--- config.mk ---
export PLATFORM = sky130hd
export DESIGN_NAME = ram_port_arbiter
export DESIGN_NICKNAME = d
export VERILOG_FILES = /design/src/rtl/ram_port_arbiter.sv
export SDC_FILE = /design/constraint.sdc
export NUM_CORES = 1
export LEC_CHECK = 0
export ABC_AREA = 1
export ABC_CLOCK_PERIOD_IN_PS = 1450
export CORE_MARGIN = 4
export CORE_UTILIZATION = 35
export DETAILED_ROUTE_END_ITERATION = 10
export PLACE_DENSITY = 0.8
export SYNTH_ARGS = -nofsm -noshare
export SYNTH_HDL_FRONTEND = slang
export SYNTH_SLANG_ARGS = --single-unit
--- constraint.sdc ---
create_clock -name clock0 -period 1.45 [get_ports clock0]
set_clock_uncertainty 0.1 [all_clocks]
set_input_delay 0.29 -clock clock0 [delete_from_list [all_inputs] [get_ports clock0]]
set_output_delay 0.29 -clock clock0 [all_outputs]
set_load 0.03 [all_outputs]
--- src/rtl/ram_port_arbiter.sv ---
// ram_port_arbiter: two-client round-robin arbiter with burst hold in front of a single-port altsyncram,
// routing each read result back to the client that issued it.
module ram_port_arbiter #(
  parameter int DATA_W     = 8,
  parameter int ADDR_W     = 11,
  parameter int RD_LATENCY = 1,
  parameter int MAX_BURST  = 4
) (
  input  logic              clock0,
  input  logic              aclr0,
  input  logic              a_req,
  input  logic              a_we,
  input  logic [ADDR_W-1:0] a_addr,
  input  logic [DATA_W-1:0] a_wdata,
  output logic              a_gnt,
  output logic              a_rvalid,
  output logic [DATA_W-1:0] a_rdata,
  input  logic              b_req,
  input  logic              b_we,
  input  logic [ADDR_W-1:0] b_addr,
  input  logic [DATA_W-1:0] b_wdata,
  output logic              b_gnt,
  output logic              b_rvalid,
  output logic [DATA_W-1:0] b_rdata,
  output logic [ADDR_W-1:0] ram_address,
  output logic [DATA_W-1:0] ram_data,
  output logic              ram_wren,
  output logic              ram_rden,
  input  logic [DATA_W-1:0] ram_q
);
  if (RD_LATENCY < 1 || RD_LATENCY > 2 || MAX_BURST < 1 || MAX_BURST > 15) begin : g_bad_params
    $error("ram_port_arbiter: RD_LATENCY must be 1..2 and MAX_BURST 1..15");
  end
  typedef enum logic [1:0] {OWN_NONE, OWN_A, OWN_B} owner_t;
  localparam logic [3:0] MAXB = 4'(MAX_BURST);
  owner_t owner, owner_nxt;
  logic last_b, last_b_nxt, hold, pick_a, tail_v, tail_b;
  logic [3:0] burst_cnt, burst_nxt;
  logic [ADDR_W-1:0] addr_q;
  logic [DATA_W-1:0] data_q;
  logic [RD_LATENCY-1:0] pv, pid;
  assign tail_v = pv[RD_LATENCY-1];
  assign tail_b = pid[RD_LATENCY-1];
  always_comb begin
    hold        = owner != OWN_NONE && burst_cnt < MAXB;
    pick_a      = hold ? owner == OWN_A : last_b;
    a_gnt       = ~aclr0 & a_req & (~b_req | pick_a);
    b_gnt       = ~aclr0 & b_req & (~a_req | ~pick_a);
    owner_nxt   = a_gnt ? OWN_A : b_gnt ? OWN_B : OWN_NONE;
    burst_nxt   = owner_nxt == OWN_NONE ? 4'd0 :
                  owner_nxt != owner ? 4'd1 :
                  burst_cnt == 4'hf ? burst_cnt : burst_cnt + 4'd1;
    last_b_nxt  = a_gnt ? 1'b0 : b_gnt ? 1'b1 : last_b;
    ram_address = a_gnt ? a_addr : b_gnt ? b_addr : addr_q;
    ram_data    = a_gnt ? a_wdata : b_gnt ? b_wdata : data_q;
    ram_wren    = (a_gnt & a_we) | (b_gnt & b_we);
    ram_rden    = (a_gnt & ~a_we) | (b_gnt & ~b_we);
  end
  // pv/pid track each accepted read until its data is on ram_q
  always_ff @(posedge clock0 or posedge aclr0)
    if (aclr0) begin
      owner     <= OWN_NONE;
      last_b    <= 1'b1;
      burst_cnt <= '0;
      addr_q    <= '0;
      data_q    <= '0;
      pv        <= '0;
      pid       <= '0;
      a_rvalid  <= 1'b0;
      b_rvalid  <= 1'b0;
      a_rdata   <= '0;
      b_rdata   <= '0;
    end else begin
      owner     <= owner_nxt;
      last_b    <= last_b_nxt;
      burst_cnt <= burst_nxt;
      addr_q    <= ram_address;
      data_q    <= ram_data;
      pv[0]     <= ram_rden;
      pid[0]    <= b_gnt;
      for (int i = 1; i < RD_LATENCY; i++) begin
        pv[i]  <= pv[i-1];
        pid[i] <= pid[i-1];
      end
      a_rvalid <= tail_v & ~tail_b;
      b_rvalid <= tail_v & tail_b;
      if (tail_v & ~tail_b) a_rdata <= ram_q;
      if (tail_v & tail_b) b_rdata <= ram_q;
    end
endmodule

==> impl_metrics.py, run 1 <==
metrics = {
    "cts": {
        "cts_buffer_depth": 2,
        "tritoncts": "done",
        "ctsHoldBuffers": 0,
        "numCtsBuffers": 5,
        "insertion_delay_ns": 0.29,
        "path_clk_slew_ns": 0.08,
        "htreeDepth": 2,
        "cts.sinks": 46,
        "ctsRootBufferMaster": "clkbuf_8",
    },
    "synth": {
        "syn_nets": 285,
        "synth_cell_types": 22,
        "syn_avg_cell_area_um2": 8.76,
        "syn_area_um2": 2030,
        "synth_seq_cells": 46,
        "ys_warn_count": 0,
        "synth-seq-area-share_pct": 56.7,
        "synthCells": 232,
        "synth_area_leader_cell": "dfrtp_1",
        "synthTopCellsByArea": "dfrtp_1 55%, nand2_1 13%, nand3_1 9.1%",
        "synth_top_area_share_pct": 55.4,
    },
    "detailed_routing": {
        "viasPerCell": 4.65,
        "drt_iter0_markers": 85,
        "drt_wl_total_um": 5710,
        "firstDrtPassIters": 4,
        "ant_nets": 0,
        "wl_per_cell_um": 13.6,
        "route.detailed.drc": 0,
        "vias": 1955,
    },
    "setup_path": {
        "crit_slowest_cell": "dfrtp_1",
        "cp_max_fo": 16,
        "arrival_ns": 1.76,
        "end_kind": "output port",
        "start_kind": "flip-flop",
        "worstPathCellList": "nor2_2 -> nand2_1 -> nand2_2 -> nand3_2 -> nand2_4 -> buf_12 -> nand3_1 -> nand3_4 -> buf_4",
        "worstPathRequired_ns": 1.06,
        "critical_path_class": "reg2out",
        "critPathMaxStageDelay_ns": 0.40,
    },
    "cells_and_area": {
        "multi_input_area_um2": 1130,
        "fill_cells": 433,
        "drive_above_1_share_pct": 40.2,
        "fin_nets": 400,
        "seqCellArea_um2": 1150,
        "diodes": 0,
        "stdcell_area_um2": 3750,
        "area_delta_synth_final_pct": 84.4,
    },
    "floorplanning": {
        "initial_core_util_pct": 36.5,
        "dieHeight_um": 84.2,
        "core_um2": 5570,
        "io_pins": 93,
        "die_area_um2": 7090,
        "placementRows": 27,
        "dieWidth_um": 84.2,
    },
    "sta": {
        "slew_viol_final": 0,
        "min_period_ns": 2.15,
        "max_freq_ghz": 0.465,
        "slew_headroom_pct": 67.0,
        "setup_viol": 45,
        "min_period_over_period_pct": 148,
        "hold_ws_ns": 0.335,
        "setup_slack_ns": -0.702,
        "final_hold_viol_count": 0,
        "grt_setup_unrepaired": "yes",
        "tightest_slew_ns": 0.494,
    },
    "min_path": {
        "min_path_type": "reg2reg",
    },
    "job": {
        "drv_cap": 0,
    },
    "global_route": {
        "antenna_found_initial": 0,
        "grt_usage_pct": 16.5,
        "grt_max_degree": 23,
        "first_global_vias": 2060,
        "grt_pass1_wl_um": 9510,
        "overflow": 0,
    },
    "power": {
        "ir_drop_mv": 0.638,
        "powerDensity_nw_per_um2": 1190,
        "leakagePower_nw": 1.84,
    },
    "placement": {
        "routabilityCongestion": 0.753,
        "portBuffers": 92,
        "place_area_um2": 3480,
        "hpwl_um": 4190,
    },
    "outcome": {
        "status": "finished, violations left",
        "failed_checks": "setup timing",
    },
}
## kinds of logic after synthesis
kind of cell             Yosys count  synth area share (%)
flip-flops                        46                  56.7
XOR/XNOR                           1                 0.431
buffers and inverters             37                  9.11
adder cells (fa/ha/maj)            1                 0.615
AND/OR/NAND/NOR                  122                  26.6
AO/OA/AOI/OAI                     25                  6.52
## critical path, delay by kind of cell, from the launching register on
kind	cells	cell delay, ns
AND/OR/NAND/NOR	7	0.73
flip-flops	1	0.40
buffers and inverters	2	0.32
## through the flow
stage | total power, mW | TNS, ns | std cells | worst slack [ns] | util, %
final | 4.46 | -17.09 | 420 | -0.702 | 67.3
after global routing | 4.71 | -22.33 | 420 | -0.827 | 67.3
after CTS | 4.51 | -17.43 | 418 | -0.721 | 66.9
after detailed placement | 3.66 | -24.62 | 407 | -0.707 | 62.4
after global placement | 3.61 | -23.34 | 407 | -0.670 | 62.4
after floorplan | 2.83 | -4.31 | 232 | -0.216 | -
## placed cells by master (no fill, tap or decap), types with 7 or more instances in the layout
cell	instances
buf_6	14
nand3_2	10
clkdlybuf4s50_1	51
nand2_2	21
nand2_1	40
buf_12	7
inv_1	24
dfrtp_1	45
o21ai_0	20
buf_4	26
nand3_4	17
nand3_1	12
clkbuf_2	11
nand2_4	12
## cell type report
| cell class | count | share of cell area, % |
|---|---|---|
| clock buffer | 7 | 2.30 |
| clock inverter | 1 | 0.234 |
| inverter | 27 | 3.07 |
| multi-input combinational | 149 | 30.0 |
| sequential | 46 | 30.7 |
| tap | 72 | 2.40 |
| timing repair buffer | 118 | 31.2 |
## timing repair
item | CTS | global route
buffers inserted | 2 | 2
cloned | 1 | 0
endpoints found under the setup margin | 65 | 64
gates resized for setup | 65 | 30
pin swaps | 1 | 1
## synth_stat cells (all sizes together)
cell / n
xnor2: 1
inv: 27
a31oi: 2
ha: 1
dfrtp: 45
buf: 8
nand3: 39
o21ai: 21
clkbuf: 2
o22ai: 1
nor2: 10
dfstp: 1
a22o: 1
nand2: 73
## registers in the layout, indices dropped and copies added, names as in the netlist, 2 cells and up
name       cells
data_q         8
a_rdata        8
addr_q        11
b_rdata        8
owner          2
burst_cnt      4
## report_power, final
part           switching [mW]  leakage (nW)  total, mW  internal (mW)
clock                   0.421        0.0489      0.815          0.394
sequential              0.135         0.569       1.69           1.56
combinational            1.14          1.22       1.96          0.818
total                    1.70          1.84       4.46           2.77
## path summary, 6_finish.rpt
kind / startpoint / end / cells after the start / slack, ns
max: burst_cnt[3] / ram_data[4] / 9 / -0.70
max in group asynchronous: aclr0 / addr_q[6] / 4 / 0.52
min: pid / a_rvalid / 1 / 0.33
max reg2reg: burst_cnt[3] / burst_cnt[0] / 11 / -0.16
min in group asynchronous: aclr0 / data_q[0] / 3 / 0.34
min reg2reg: pid / a_rvalid / 1 / 0.33
## metal layers
layer	share of wire (%)	routed length (um)	GRT usage, %	vias up
li1	-	-	-	966
met2	53	3050	30.0	60
met3	6.3	359	4.42	6
met4	1.1	64	4.82	0
met1	39	2240	18.9	923
met5	0	0	0	-
No activity file was read; power rests on OpenSTA's default activity.
==> inputs of run 2 (changes only) <==
CELL_PAD_IN_SITES_DETAIL_PLACEMENT = 0   (was unset)
CELL_PAD_IN_SITES_GLOBAL_PLACEMENT = 1   (was unset)
CORE_UTILIZATION = 26   (was 35)
PLACE_DENSITY = 0.83   (was 0.8)
==> run 2 against run 1 <==
The run still ends with setup timing left; routed wire length rose by 4.9%; critical path depth did not move; die area rose by 31%; largest power group unchanged; critical path type unchanged; largest cell class unchanged.
==> impl_metrics.py, run 2 (synthesis results as in run 1) <==
metrics = {
    "outcome": {
        "status": "finished, violations left",
        "failed_checks": "setup timing",
    },
    "cts": {
        "htreeDepth": 2,
        "insertion_delay_ns": 0.30,
        "numCtsBuffers": 5,
        "path_clk_slew_ns": 0.09,
        "ctsRootBufferMaster": "clkbuf_8",
        "tritoncts": "done",
        "cts.sinks": 46,
        "cts_buffer_depth": 2,
    },
    "setup_path": {
        "cp_max_fo": 12,
        "worstPathRequired_ns": 1.06,
        "arrival_ns": 1.78,
        "critical_path_class": "reg2out",
        "end_kind": "output port",
        "start_kind": "flip-flop",
    },
    "detailed_routing": {
        "ant_nets": 0,
        "top_layer_used": "met4",
        "viasPerCell": 4.35,
        "drt_wl_total_um": 5990,
        "wl_met3_um": 472,
        "wl_per_cell_um": 13.3,
        "vias": 1963,
        "route.detailed.drc": 0,
        "drt_iter0_markers": 29,
        "wl_met1_um": 2400,
        "dr_wl_met2_um": 3060,
        "firstDrtPassIters": 4,
    },
    "cells_and_area": {
        "diodes": 0,
        "largest-register": "addr_q",
        "area_delta_synth_final_pct": 95.0,
        "stdcell_area_um2": 3960,
        "mostFrequentLayoutCell": "clkdlybuf4s50_1",
        "largest_register_ffs": 11,
        "fill_cells": 642,
        "fin_nets": 404,
        "drive_above_1_share_pct": 46.6,
        "final_cell_mix": "51 x clkdlybuf4s50_1, 45 x dfrtp_1, 32 x nand2_1",
    },
    "power": {
        "p_comb_share_pct": 43.2,
        "total_power_mw": 4.72,
        "powerDensity_nw_per_um2": 1190,
        "pwr-share-seq_pct": 35.9,
        "leakagePower_nw": 1.95,
        "p_sw_share_pct": 37.5,
        "intPower_mw": 2.95,
        "p_clk_share_pct": 20.9,
        "ir_drop_mv": 0.537,
        "p_switching_mw": 1.77,
    },
    "global_route": {
        "grt_max_degree": 36,
        "overflow": 0,
        "antenna_found_initial": 0,
        "first_global_vias": 2036,
        "grt_pass1_wl_um": 9600,
        "grt_usage_pct": 13.2,
    },
    "sta": {
        "slew_headroom_pct": 62.6,
        "min_period_over_period_pct": 150,
        "max_freq_ghz": 0.460,
        "slew_viol_final": 0,
        "setup_viol": 46,
        "setup_tns_ns": -16.66,
        "final_hold_viol_count": 0,
        "tightest_slew_ns": 0.559,
        "grt_setup_unrepaired": "yes",
        "setup_slack_ns": -0.725,
        "min_period_ns": 2.17,
    },
    "placement": {
        "portBuffers": 92,
        "place_area_um2": 3480,
        "hpwl_um": 4350,
        "routabilityCongestion": 0.752,
        "preCtsSetupSlack_ns": -0.719,
    },
    "job": {
        "drv_cap": 0,
    },
    "floorplanning": {
        "io_pins": 93,
        "dieWidth_um": 96.4,
        "placementRows": 31,
        "dieHeight_um": 96.4,
        "die_area_um2": 9300,
        "initial_core_util_pct": 27.4,
        "core_um2": 7410,
    },
    "min_path": {
        "min_path_type": "reg2reg",
    },
}
==> run 2: final timing paths <==
check | from | end | cells past startpoint | slack, ns
max | burst_cnt[2] | ram_address[10] | 9 | -0.72
max in group asynchronous | aclr0 | last_b | 4 | 0.60
max reg2reg | burst_cnt[2] | burst_cnt[3] | 9 | -0.18
min | pid | a_rvalid | 1 | 0.35
min in group asynchronous | aclr0 | owner[0] | 4 | 0.42
min reg2reg | pid | a_rvalid | 1 | 0.35
==> run 2: power groups by stage <==
stage	registers [mW]	logic (mW)	clock network (mW)
global route	1.73	2.19	1.10
floorplan	1.98	0.845	0
CTS	1.69	2.03	1.02
finish	1.69	2.04	0.988
detailed placement	1.71	1.94	0
global placement	1.70	1.92	0
==> run 2: what timing repair did <==
action	4_1_cts	5_1_grt
hold buffers	0	0
endpoints found under the setup margin	65	62
pin swaps	1	1
resized for setup	96	44
buffers inserted	6	3
endpoints found under the hold margin	0	0
cloned	0	1
==> run 2: layout make-up <==
type	instances	area (um2)	area share [%]
Timing Repair Buffer	122	1230	31.1
Multi-Input combinational cell	149	1220	30.7
Sequential cell	46	1150	29.1
Tap cell	99	124	3.13
Inverter	27	118	2.97
Clock buffer	5	68.8	1.74
Clock inverter	3	48.8	1.23
==> run 2: routing by layer <==
layer  up-vias  track usage [%]
met2        64             22.1
met4         0             3.15
met3         5             4.57
met5         -                0
li1        982                -
met1       912             16.5
==> run 2: critical path: stages, from the launching register on <==
cell     delay [ns]
dfrtp_1        0.40
nor2_2         0.14
nand2_1        0.07
nand2_2        0.08
nand3_2        0.09
nand2_4        0.14
buf_12         0.16
nand2_2        0.07
a31oi_4        0.18
buf_6          0.16
==> run 2: through the flow <==
stage / hold WS (ns) / cells / util (%)
finish: 0.345 / 451 / 53.5
global route: 0.383 / 451 / 53.5
CTS: 0.349 / 447 / 52.0
detailed placement: 0.339 / 433 / 47.0
global placement: 0.335 / 433 / 47.0
floorplan: 0.207 / 232 / -
==> inputs of run 3 (changes only) <==
GPL_TIMING_DRIVEN = 0   (was unset)
RECOVER_POWER = 50   (was unset)
==> run 3 against run 2 <==
The flow still finishes with violations (setup timing); final cell count shrank 2.0%; maximum frequency shrank 0.30%; critical path depth is the same; clock-buffer cell count grew 1; sequential share of layout area grew 0.12 points; routed wire length shrank 3.0%; die area is the same; non-clock buffer count shrank 9; combinational power shrank 2%; final area shrank 0.41%; critical path type is now in2out; highest routed layer unchanged.
==> impl_metrics.py, run 3 (synthesis results as in run 1) <==
metrics = {
    "placement": {
        "hpwl_um": 4160,
        "routabilityCongestion": 0.721,
        "portBuffers": 92,
        "preCtsSetupSlack_ns": -1.30,
    },
    "power": {
        "leakagePower_nw": 1.88,
        "ir_drop_mv": 0.606,
        "powerDensity_nw_per_um2": 1230,
        "total_power_mw": 4.86,
    },
    "detailed_routing": {
        "ant_nets": 0,
        "wl_per_cell_um": 13.1,
        "firstDrtPassIters": 4,
        "drt_iter0_markers": 46,
        "viasPerCell": 4.37,
        "vias": 1933,
        "drt_wl_total_um": 5810,
        "route.detailed.drc": 0,
    },
    "cts": {
        "insertion_delay_ns": 0.30,
        "ctsHoldBuffers": 0,
        "cts_buffer_depth": 2,
        "ctsRootBufferMaster": "clkbuf_8",
        "numCtsBuffers": 5,
        "cts.sinks": 46,
        "tritoncts": "done",
        "path_clk_slew_ns": 0.09,
        "htreeDepth": 2,
    },
    "setup_path": {
        "end_kind": "output port",
        "r2r_setup_slack_ns": -0.27,
        "critical_path_class": "in2out",
        "arrival_ns": 1.79,
        "worstPathRequired_ns": 1.06,
        "r2r-end": "burst_cnt[2]",
        "crit_path_start": "b_req",
        "r2r_start": "burst_cnt[2]",
        "reg2reg_depth": 12,
        "cp_max_fo": 6,
        "start_kind": "primary input",
        "endpoint": "ram_address[10]",
    },
    "sta": {
        "grt_setup_unrepaired": "yes",
        "final_hold_viol_count": 0,
        "min_period_ns": 2.18,
        "slew_headroom_pct": 35.0,
        "tightest_slew_ns": 0.973,
        "slew_viol_final": 0,
        "min_period_over_period_pct": 150,
        "setup_viol": 46,
        "max_freq_ghz": 0.458,
        "setup_slack_ns": -0.731,
    },
    "cells_and_area": {
        "final_cell_mix": "50 x clkdlybuf4s50_1, 45 x dfrtp_1, 33 x nand2_2",
        "largest-register": "addr_q",
        "mostFrequentLayoutCell": "clkdlybuf4s50_1",
        "largest_register_ffs": 11,
        "drive_above_1_share_pct": 46.6,
        "area_delta_synth_final_pct": 94.2,
        "diodes": 0,
        "fin_nets": 395,
    },
    "floorplanning": {
        "io_pins": 93,
        "placementRows": 31,
        "dieWidth_um": 96.4,
        "dieHeight_um": 96.4,
        "core_um2": 7410,
        "die_area_um2": 9300,
        "initial_core_util_pct": 27.4,
    },
    "outcome": {
        "failed_checks": "setup timing",
        "status": "finished, violations left",
    },
    "global_route": {
        "antenna_found_initial": 0,
        "grt_max_degree": 47,
        "first_global_vias": 1921,
        "grt_usage_pct": 12.6,
        "grt_pass1_wl_um": 9130,
        "overflow": 0,
    },
    "job": {
        "drv_cap": 0,
    },
    "min_path": {
        "min_path_type": "in2async",
    },
}
## run 3: per-stage QoR
stage / TNS, ns / cells / hold WS [ns] / utilization (%) / area, um2
detailed placement: -46.66 / 423 / 0.331 / 46.3 / 3430
global placement: -44.87 / 423 / 0.332 / 46.3 / 3430
finish: -18.13 / 442 / 0.201 / 53.3 / 3950
floorplan: -4.31 / 232 / 0.207 / - / 2380
global route: -23.89 / 442 / 0.315 / 53.3 / 3950
CTS: -17.27 / 437 / 0.343 / 49.3 / 3650
## run 3: timing repair
item / CTS / global route
gates resized for setup: 197 / 87
pin swaps: 1 / 9
endpoints found under the setup margin: 62 / 126
gates cloned: 0 / 3
buffers inserted: 6 / 3
## run 3: power breakdown
| part | leakage, nW | switching [mW] | internal, mW | total (mW) |
|---|---|---|---|---|
| clock network | 0.0714 | 0.435 | 0.735 | 1.17 |
| registers | 0.569 | 0.145 | 1.56 | 1.70 |
| logic | 1.24 | 1.16 | 0.826 | 1.99 |
| total | 1.88 | 1.74 | 3.12 | 4.86 |
## run 3: layout make-up
class | instances | area [um2]
Multi-Input combinational cell | 149 | 1250
Clock inverter | 2 | 60.1
Inverter | 27 | 120
Buffer | 9 | 135
Timing Repair Buffer | 104 | 1030
Tap cell | 99 | 124
Fill cell | 669 | 3460
Clock buffer | 6 | 82.6
Sequential cell | 46 | 1150
## run 3: how the worst min path moves through the flow
stage | endpoint | depth (start not counted) | slack (ns)
floorplan | a_rdata[0] | 1 | 0.21
global placement | a_rvalid | 1 | 0.33
detailed placement | a_rvalid | 1 | 0.33
CTS | a_rvalid | 1 | 0.34
global route | data_q[2] | 2 | 0.31
finish | data_q[2] | 2 | 0.20
## run 3: routing by layer
metal / vias up / GRT usage [%] / routed length [um]
met3: 5 / 4.34 / 480
met5: - / 0 / 0
met1: 903 / 15.1 / 2230
met2: 64 / 21.3 / 3040
met4: 0 / 4.21 / 63
li1: 961 / - / -
## run 3: critical path: stages
cell	delay (ns)
clkdlybuf4s50_1	0.53
inv_1	0.09
nor2_4	0.16
nand2_8	0.10
inv_8	0.08
buf_8	0.13
nand2_4	0.05
a31oi_4	0.19
buf_6	0.16
==> RTL change 1, RTL diff (config.mk and constraints of run 3) <==
Encoding of `owner_t`: now one-hot (3 bits for 3 values).
--- a/src/rtl/ram_port_arbiter.sv
+++ b/src/rtl/ram_port_arbiter.sv
@@ -33,3 +33,3 @@
   end
-  typedef enum logic [1:0] {OWN_NONE, OWN_A, OWN_B} owner_t;
+  typedef enum logic [2:0] {OWN_NONE = 3'b001, OWN_A = 3'b010, OWN_B = 3'b100} owner_t;
   localparam logic [3:0] MAXB = 4'(MAX_BURST);
Check against the original RTL: no difference found for any inputs over 10 cycles, from zero or initial values; not proved beyond that.
==> RTL change 1 against run 3 <==
Non-clock buffer count is 3 higher; routed wire length is 4.0% higher; sequential cell count is 1 higher; combinational power is 16% lower; area after synthesis is 1.4% higher; cell area is 3.1% lower; largest cell class is now sequential cells; power is 12% lower; critical endpoint unchanged; synthesized cell count is 0.43% higher; sequential power is 3% lower; the run still ends with setup timing left; setup slack worse by 0.049 ns; clock power is 16% lower; highest routed layer unchanged.
==> RTL change 1: results <==
[run_status]
status = finished with violations
failed_checks = setup timing

[finish]
nFillCells = 751
num-nets-final = 403
drive_above_1_share = 0.4103

[placement]
place.gp.congestion = 0.6894
place_area_um2 = 3405
post-dp-hpwl_mm = 4.406
dp.cells = 427
dp_slack_ns = -1.547

[pwr]
p_switching_w = 0.001526
clkPwrFrac = 0.227
power_frac_comb = 0.388
p_leak_nw = 1.868
powerDensity_nw_per_um2 = 1123
peakVddDrop_mv = 0.4513

[grt]
use_met1 = 0.1560
grt_pass1_vias = 2097
grt_pass1_wl_mm = 10.12
grt_max_degree = 48
gr-usage-all-layers = 0.1310

[critical_path]
r2r-start = burst_cnt[3]
critPathLaunch = owner[0]
critical_path_class = flip-flop to output pin
rr_endpoint = data_q[6]
cp_max_fo = 10
reg2reg_depth = 10
critPathLaunchType = flip-flop
crit_family = flip-flops
max_stage_delay_ns = 0.58

[sta]
hold_ws_ns = 0.2239
slew_violations = 0
setup_viol_count_final = 46
worst_slew_pin_slew_ns = 1.006
fin_ws_ns = -0.7799

[route]
wl_met1_mm = 2.412
vias = 1957
routed-wl-met2_mm = 3.184
avgViaCountPerCell = 4.320
wl_met3_um = 406
wl_mm = 6.041

[yosys]
netlist_top_cells_count = 81 x nand2_1, 45 x dfrtp_1, 24 x nand3_1, 21 x inv_1, 18 x o21ai_0
syn_nets = 286
yosysSeqAreaShare = 0.5719
synth_cells = 233
synth.top_cells.by_area = dfrtp_1 55%, nand2_1 15%, nand3_1 5.8%
RTL change 1: cells by family (layout without fill, tap and decap cells):
family,after synthesis,count (layout),synth area share
adder cells (fa/ha/maj),1,1,0.006071
flip-flops,47,47,0.5719
buffers and inverters,31,149,0.06861
multiplexers,1,1,0.004858
AO/OA/AOI/OAI,24,24,0.06315
XOR/XNOR,1,1,0.004251
AND/OR/NAND/NOR,128,128,0.2811
RTL change 1: cell type report:
| class | count | share of cell area |
|---|---|---|
| clock buffer | 5 | 0.01799 |
| timing repair buffer | 110 | 0.2786 |
| clock inverter | 3 | 0.01210 |
| tap | 102 | 0.03336 |
| inverter | 24 | 0.02714 |
| timing repair inverter | 1 | 0.001635 |
| multi-input combinational | 155 | 0.3012 |
| buffer | 6 | 0.01962 |
| sequential | 47 | 0.3084 |
RTL change 1: repair_timing:
item,in CTS,in global routing
setup buffers,10,7
resized for setup,223,38
cloned,1,1
pin swaps,3,7
endpoints found under the setup margin,68,118
hold buffers,0,0
==> RTL change 2, RTL diff (flow settings as in run 3) <==
Without the edit above. The parameter `DATA_W` goes from 8 to 9.
--- a/src/rtl/ram_port_arbiter.sv
+++ b/src/rtl/ram_port_arbiter.sv
@@ -3,3 +3,3 @@
 module ram_port_arbiter #(
-  parameter int DATA_W     = 8,
+  parameter int DATA_W     = 9,
   parameter int ADDR_W     = 11,
Interface: changed (6 resized); port bits go from 93 to 99. No check against the original RTL was run, so the function may have changed too.
==> RTL change 2 against run 3 <==
The flow still finishes with violations (setup timing); area after synthesis rose by 9.1%; combinational power rose by 13%; global-route usage rose by 0.49 points; critical path depth did not move; cell area rose by 9.9%; setup slack got worse by 0.028 ns; routed wire length rose by 13%; sequential cell count rose by 3; power rose by 4.9%; critical path type is now flip-flop to output pin.
==> RTL change 2: results <==
[run_status]
status = finished with violations
failed_checks = setup timing

[finish]
final_cells = 479
num-nets-final = 429
drive_above_1_share = 0.4786
nFillCells = 761
antennaDiodeCount = 0

[route]
wl_met1_mm = 2.570
first_pass_iters = 4
drt_iter0_markers = 24
dr.max_layer_used = met4
wl_met3_um = 556
wl_mm = 6.572
routed-wl-met2_mm = 3.400
vias = 2109

[grt]
gr-usage-all-layers = 0.1313
grt_pass1_vias = 2259
grt_pass1_wl_mm = 10.70
grt_max_degree = 50
antenna_found_initial = 0

[clock_tree]
postCtsHoldBufs = 0
cts_root_buf = clkbuf_8
htree_levels = 2

[worst_hold_path]
worstHoldEndpoint = a_rvalid
min_from = pid
worstHoldPathCells = 1
worstHoldPathType = flip-flop to flip-flop

[yosys]
ys_types = 27
synth.top_cells.by_area = dfrtp_1 54%, nand2_1 12%, nand3_1 8.8%
syn_nets = 301
synthFlopType = dfrtp_1
synth_async_sr_flop_share = 1.000
netlist_top_cells_count = 69 x nand2_1, 48 x dfrtp_1, 39 x nand3_1, 26 x inv_1, 22 x o21ai_0
synth_top_area_share = 0.5415
synth_cells = 245
yosysSeqAreaShare = 0.5533

[placement]
place.gp.congestion = 0.7324
post-dp-hpwl_mm = 4.635
numPortBuffers = 98
dp.cells = 448
dp_slack_ns = -1.320

[critical_path]
cp_max_fo = 10
r2r_slack_ns = -0.25
critPathArrivalTime_ns = 1.82
rr_endpoint = addr_q[10]
max_stage_delay_ns = 0.40
slowest_stage = dfrtp_1
crit_family = simple AND/OR/NAND/NOR gates
reg2reg_depth = 10

[sta]
hold_viol_final = 0
finalSetupTns_ns = -21.29
fin_ws_ns = -0.7595
worst_slew_pin_slew_ns = 1.064
setup_viol_count_final = 50

[pwr]
peakVddDrop_mv = 0.4861
p_leak_nw = 2.147

[die]
die_w_um = 100.4
-- RTL change 2: changes by cell type after synthesis, moves of 2 or more --
| cell | before | now |
|---|---|---|
| o21ai_0 | 20 | 22 |
| buf_8 | 0 | 2 |
| dfrtp_1 | 45 | 48 |
| nand2_2 | 3 | 5 |
| nand3_1 | 37 | 39 |
| nor2_1 | 9 | 7 |
-- RTL change 2: how the worst max path moves through the flow --
stage | start | endpoint | slack [ns] | depth (start not counted)
floorplan | burst_cnt[3] | ram_address[10] | -0.22 | 8
global placement | b_req | ram_address[10] | -1.28 | 9
detailed placement | b_req | ram_address[10] | -1.32 | 9
CTS | burst_cnt[3] | ram_address[4] | -0.78 | 10
global route | burst_cnt[2] | ram_address[1] | -0.87 | 10
finish | burst_cnt[2] | ram_address[10] | -0.76 | 9
-- RTL change 2: per-layer routing --
layer  track usage  vias to the layer above
li1              -                     1038
met1        0.1592                      999
met2        0.2253                       67
met3       0.04587                        5
met4       0.02798                        0
met5             0                        -
-- RTL change 2: report_power, final --
part           switching, W  internal [W]
sequential         0.000149       0.00166
clock              0.000473      0.000562
combinational       0.00130      0.000955
-- RTL change 2: timing repair --
item	4_1_cts	5_1_grt
gates resized for setup	224	58
endpoints found under the setup margin	123	78
endpoints found under the hold margin	0	0
pin swaps	2	17
buffers inserted	8	11
cloned	1	4
-- RTL change 2: stage by stage --
step / area (µm²) / hold slack (ns)
floorplan: 2668 / 0.2256
global placement: 3780 / 0.3442
detailed placement: 3780 / 0.3587
CTS: 4075 / 0.3708
global route: 4337 / 0.3948
finish: 4337 / 0.3722
-- RTL change 2: cells by family (layout without fill, tap and decap cells) --
| logic type | Yosys count | in the layout | synth area share |
|---|---|---|---|
| buffers and inverters | 39 | 167 | 0.09644 |
| AOI/OAI and AO/OA | 27 | 27 | 0.07107 |
| adders and majority gates | 1 | 1 | 0.005639 |
| xor gates and xnor gates | 1 | 1 | 0.003949 |
| and+or+nand+nor | 128 | 129 | 0.2696 |
| DFF | 49 | 49 | 0.5533 |
-- RTL change 2: area by class of cell --
cell class,instances,area [µm²],share of cell area
Buffer,9,146.4,0.03376
Timing Repair Buffer,121,1190,0.2744
Clock inverter,2,37.54,0.008656
Multi-Input combinational cell,158,1389,0.3203
Sequential cell,49,1227,0.2830
Inverter,29,132.6,0.03058
Tap cell,105,131.4,0.03029
Clock buffer,6,82.58,0.01904
